`src/rtl/sdram_req_arbiter.sv`:
```
// Round-robin arbiter that funnels NumReq command streams into the single
// write port of the SDRAM command FIFO, locking a grant for up to MaxBurst beats.
module sdram_req_arbiter #(
  parameter int NumReq    = 4,
  parameter int DataWidth = 32,
  parameter int MaxBurst  = 8,
  localparam int IdWidth  = $clog2(NumReq)
) (
  input  logic                          i_clk,
  input  logic                          i_rst,
  input  logic [NumReq-1:0]             i_req_valid,
  input  logic [NumReq*DataWidth-1:0]   i_req_data,
  input  logic [NumReq-1:0]             i_req_last,
  output logic [NumReq-1:0]             o_req_ready,
  output logic [IdWidth+DataWidth-1:0]  o_fifo_wr_data,
  output logic                          o_fifo_wr_en,
  input  logic                          i_fifo_full,
  output logic [IdWidth-1:0]            o_grant_id,
  output logic                          o_busy
);

  localparam int CntWidth = $clog2(MaxBurst + 1);
  localparam logic [CntWidth-1:0] LastBeat = CntWidth'(MaxBurst - 1);
  localparam logic [IdWidth-1:0]  RrReset  = IdWidth'(NumReq - 1);

  typedef enum logic [1:0] {
    ST_IDLE = 2'b00,
    ST_OWN  = 2'b01
  } state_t;

  state_t                 state_r, state_nxt_s;
  logic [IdWidth-1:0]     owner_r, owner_nxt_s;
  logic [IdWidth-1:0]     rr_ptr_r, rr_nxt_s;
  logic [CntWidth-1:0]    beat_cnt_r, cnt_nxt_s;

  logic [IdWidth-1:0]     pick_s;
  logic                   pick_found_s;
  logic                   xfer_s;
  logic [DataWidth-1:0]   owner_data_s;

  // (base + offs) mod NumReq; offs never exceeds NumReq so one subtraction suffices.
  function automatic logic [IdWidth-1:0] rr_index(input logic [IdWidth-1:0] base,
                                                  input int offs);
    int sum;
    sum = int'(base) + offs;
    if (sum >= NumReq) begin
      sum = sum - NumReq;
    end else begin
      sum = sum;
    end
    return IdWidth'(sum);
  endfunction

  // Round-robin search starting just after the last owner served.
  always_comb begin
    pick_s       = '0;
    pick_found_s = 1'b0;
    for (int i = 1; i <= NumReq; i++) begin
      if (!pick_found_s && i_req_valid[rr_index(rr_ptr_r, i)]) begin
        pick_s       = rr_index(rr_ptr_r, i);
        pick_found_s = 1'b1;
      end else begin
        pick_s       = pick_s;
      end
    end
  end

  assign xfer_s       = i_req_valid[owner_r] & ~i_fifo_full;
  assign owner_data_s = i_req_data[int'(owner_r)*DataWidth +: DataWidth];

  // Next-state and combinational handshake outputs.
  always_comb begin
    state_nxt_s    = state_r;
    owner_nxt_s    = owner_r;
    rr_nxt_s       = rr_ptr_r;
    cnt_nxt_s      = beat_cnt_r;
    o_req_ready    = '0;
    o_fifo_wr_en   = 1'b0;
    o_fifo_wr_data = '0;
    o_grant_id     = '0;
    o_busy         = 1'b0;
    case (state_r)
      ST_IDLE: begin
        if (pick_found_s) begin
          state_nxt_s = ST_OWN;
          owner_nxt_s = pick_s;
          cnt_nxt_s   = '0;
        end else begin
          state_nxt_s = ST_IDLE;
        end
      end
      ST_OWN: begin
        o_busy               = 1'b1;
        o_grant_id           = owner_r;
        o_fifo_wr_data       = {owner_r, owner_data_s};
        o_fifo_wr_en         = xfer_s;
        o_req_ready[owner_r] = xfer_s;
        // A silent owner keeps the grant; valid/last only matter on a transfer.
        if (xfer_s) begin
          cnt_nxt_s = beat_cnt_r + CntWidth'(1);
          if (i_req_last[owner_r] || (beat_cnt_r == LastBeat)) begin
            state_nxt_s = ST_IDLE;
            rr_nxt_s    = owner_r;
          end else begin
            state_nxt_s = ST_OWN;
          end
        end else begin
          state_nxt_s = ST_OWN;
        end
      end
      default: begin
        state_nxt_s = ST_IDLE;
      end
    endcase
  end

  // State registers with synchronous reset.
  always_ff @(posedge i_clk) begin
    if (i_rst) begin
      state_r    <= ST_IDLE;
      owner_r    <= '0;
      rr_ptr_r   <= RrReset;
      beat_cnt_r <= '0;
    end else begin
      state_r    <= state_nxt_s;
      owner_r    <= owner_nxt_s;
      rr_ptr_r   <= rr_nxt_s;
      beat_cnt_r <= cnt_nxt_s;
    end
  end

endmodule

```
`config.mk`:
```
export PLATFORM = sky130hd
export DESIGN_NAME = sdram_req_arbiter
export DESIGN_NICKNAME = d
export VERILOG_FILES = /design/src/rtl/sdram_req_arbiter.sv
export SDC_FILE = /design/constraint.sdc
export NUM_CORES = 1
export LEC_CHECK = 0
export ABC_CLOCK_PERIOD_IN_PS = 2600
export BUFFER_PORTS_ARGS = -buffer_cell sky130_fd_sc_hd__buf_2
export CORE_MARGIN = 3
export CORE_UTILIZATION = 35
export CTS_CLUSTER_SIZE = 16
export DETAILED_ROUTE_END_ITERATION = 6
export PLACE_DENSITY = 0.81
export SETUP_SLACK_MARGIN = 0.15
export SLEW_MARGIN = 15
export SYNTH_ARGS = -nofsm -noshare
export SYNTH_HDL_FRONTEND = slang
export SYNTH_SLANG_ARGS = --single-unit
```
`constraint.sdc`:
```
create_clock -name i_clk -period 2.6 [get_ports i_clk]
set_input_delay 0.52 -clock i_clk [delete_from_list [all_inputs] [get_ports i_clk]]
set_output_delay 0.52 -clock i_clk [all_outputs]
set_load 0.05 [all_outputs]
```
==> reports/metrics.yaml <==
status: "completed"
gr-total-overflow: 0
max_slew_margin_pct: 59.1
r2r_slack_ns: 0.79
synth_cell_types: 32
worstMarginPinSlew_ns: 0.608
vias: 1952
track_usage_pct: 23.1
async_flop_share_pct: 0
hpwl_um: 5600
postRouteAntennaNets: 0
route.detailed.drc: 0
yosysSeqAreaShare_pct: 11.3
yosysWarningCount: 0
cts_setup_buffers: 0
reg2reg_from: "owner_r[1]"
final_nets: 461
crit_start: "owner_r[0]"
crit_fanout: 17
clk_pin_slew_ns: 0.05
synth-edff-count: 0
cts.sinks: 9
clockRootBuffer: "clkbuf_8"
drive_gt1_share_pct: 71.3
placed_cells: 366
gp_congestion: 0.799
multiInputGateArea_sq_um: 1320
wl_um: 6590
timing.rr.end: "rr_ptr_r[1]"
synth_ff_type: "dfxtp_1"
synth_area_leader_cell: "mux4_2"
syn_nets: 290
period_needed_ns: 2.33
fmaxAchievable_mhz: 429
end_kind: "output pin"
ir_drop_uv: 339
drt-pass1-iter-count: 4
fillCellCount: 398
cts_buffer_depth: 2
setup_viol: 0
hold_path_class: "reg -> reg"
cts_tree: "built"
register_area_sq_um: 185
arrival_ns: 1.81
htreeDepth: 1
initial_core_util_pct: 38.1
worstSetupPathType: "reg -> out"
synth_top_area_share_pct: 46.8
drt_iter0_drc: 72
viasPerCell: 5.28
area_growth_syn_to_layout_pct: 61.3
p_per_area_nw_per_um2: 373
diodes: 0
stdcell_count: 370
ys_ff_latch: 9
p_leak_nw: 1.25
grt_pass1_wl_um: 9670
dieArea_sq_um: 5380
period_share_pct: 89.8
synth_area_leaders: "mux4_2, and2_1, dfxtp_1, mux2i_1, nor2_1"
setup_slack_ns: 0.266
finalHoldViolations: 0
syn_area_sq_um: 1590
utilization_pct: 61.4
grt_pass1_vias: 2058
io_pins: 181
rows: 23
synth.avg_cell_area_sq_um: 10.6
startpoint_type: "flop"
skew_ns: 0.00247
die_x_um: 73.4
power_mw: 0.954
grt_max_degree: 43
ys_top_cells_by_count: "and2_1, mux4_2, nor2_1"
netlist_instances: 150
r2r_cells: 4
yosysMostFrequentCell: "and2_1"
antenna_found_initial: 0
place_ws_ns: 0.293
clock_latency_ns: 0.23
die_y_um: 73.4
maxCapViolCount: 0
crit_end: "o_fifo_wr_data[15]"
core_sq_um: 4170
critPathRequiredTime_ns: 2.08
maxSlewViolCount: 0
avgRoutedWirePerCell_um: 17.8
rsz0062_at_grt: "false"
portBuffers: 180
setup_tns_ns: 0
numCtsBuffers: 3
area by class of cell:
class	instances	area share, %
flip-flops and latches	9	7.23
inverters	4	0.586
multi-input cells	120	51.4
clock buffers	4	1.76
well taps	50	2.44
repair buffers	183	36.5
cell usage in the layout (no fill, tap or decap), drive strengths merged, types with 2 or more instances in the layout:
cell / instances
a211oi: 2
inv: 4
nand2b: 2
mux4: 33
dfxtp: 9
nand2: 5
nor2: 10
nor3b: 2
mux2i: 4
or3: 3
clkbuf: 4
a21boi: 3
a21oi: 4
o21ai: 5
buf: 183
nand3b: 2
and2: 34
cells by family after synthesis:
logic type | count (synthesis) | synth area share, %
simple gates | 63 | 23.1
mux | 38 | 50.0
buf+inv | 21 | 6.30
compound gates | 18 | 8.43
flops | 9 | 11.3
fa+ha+maj | 1 | 0.788
critical path, stage by stage (launching register included):
cell     delay [ns]
dfxtp_2        0.34
buf_4          0.31
mux4_2         0.54
and2_1         0.17
buf_2          0.21
flip-flops by register name (all words and copies together), names as in the netlist:
register / flops
state_r: 1
owner_r: 2
rr_ptr_r: 2
beat_cnt_r: 4
power by group:
group          internal (mW)  switching, mW
logic                  0.271          0.352
registers              0.145         0.0214
clock network          0.107         0.0576
total                  0.524          0.431
what timing repair did:
item,in CTS,in global routing
setup endpoints to repair,33,0
resized for setup,1,0
hold buffers,0,0
per-layer routing:
layer	track usage [%]	up-vias	wire (um)
li1	-	916	-
met1	25.1	933	2190
met2	44.7	86	3710
met3	4.38	17	555
met4	6.64	0	138
met5	0	-	0
metrics by stage:
step                instance area, sq um  hold slack (ns)
floorplan                           1600            0.457
global placement                    2510            0.480
detailed placement                  2510            0.491
CTS                                 2560            0.496
global route                        2560            0.527
finish                              2560            0.489
worst min-delay path by stage:
stage	from	to	cells after the start	slack (ns)
detailed placement	beat_cnt_r[3]	beat_cnt_r[3]	2	0.49
global placement	beat_cnt_r[3]	beat_cnt_r[3]	2	0.48
floorplan	beat_cnt_r[3]	beat_cnt_r[3]	2	0.46
finish	beat_cnt_r[3]	beat_cnt_r[3]	2	0.49
global route	beat_cnt_r[1]	beat_cnt_r[1]	2	0.53
CTS	beat_cnt_r[3]	beat_cnt_r[3]	2	0.50
Power figures use the tool's default switching activity.
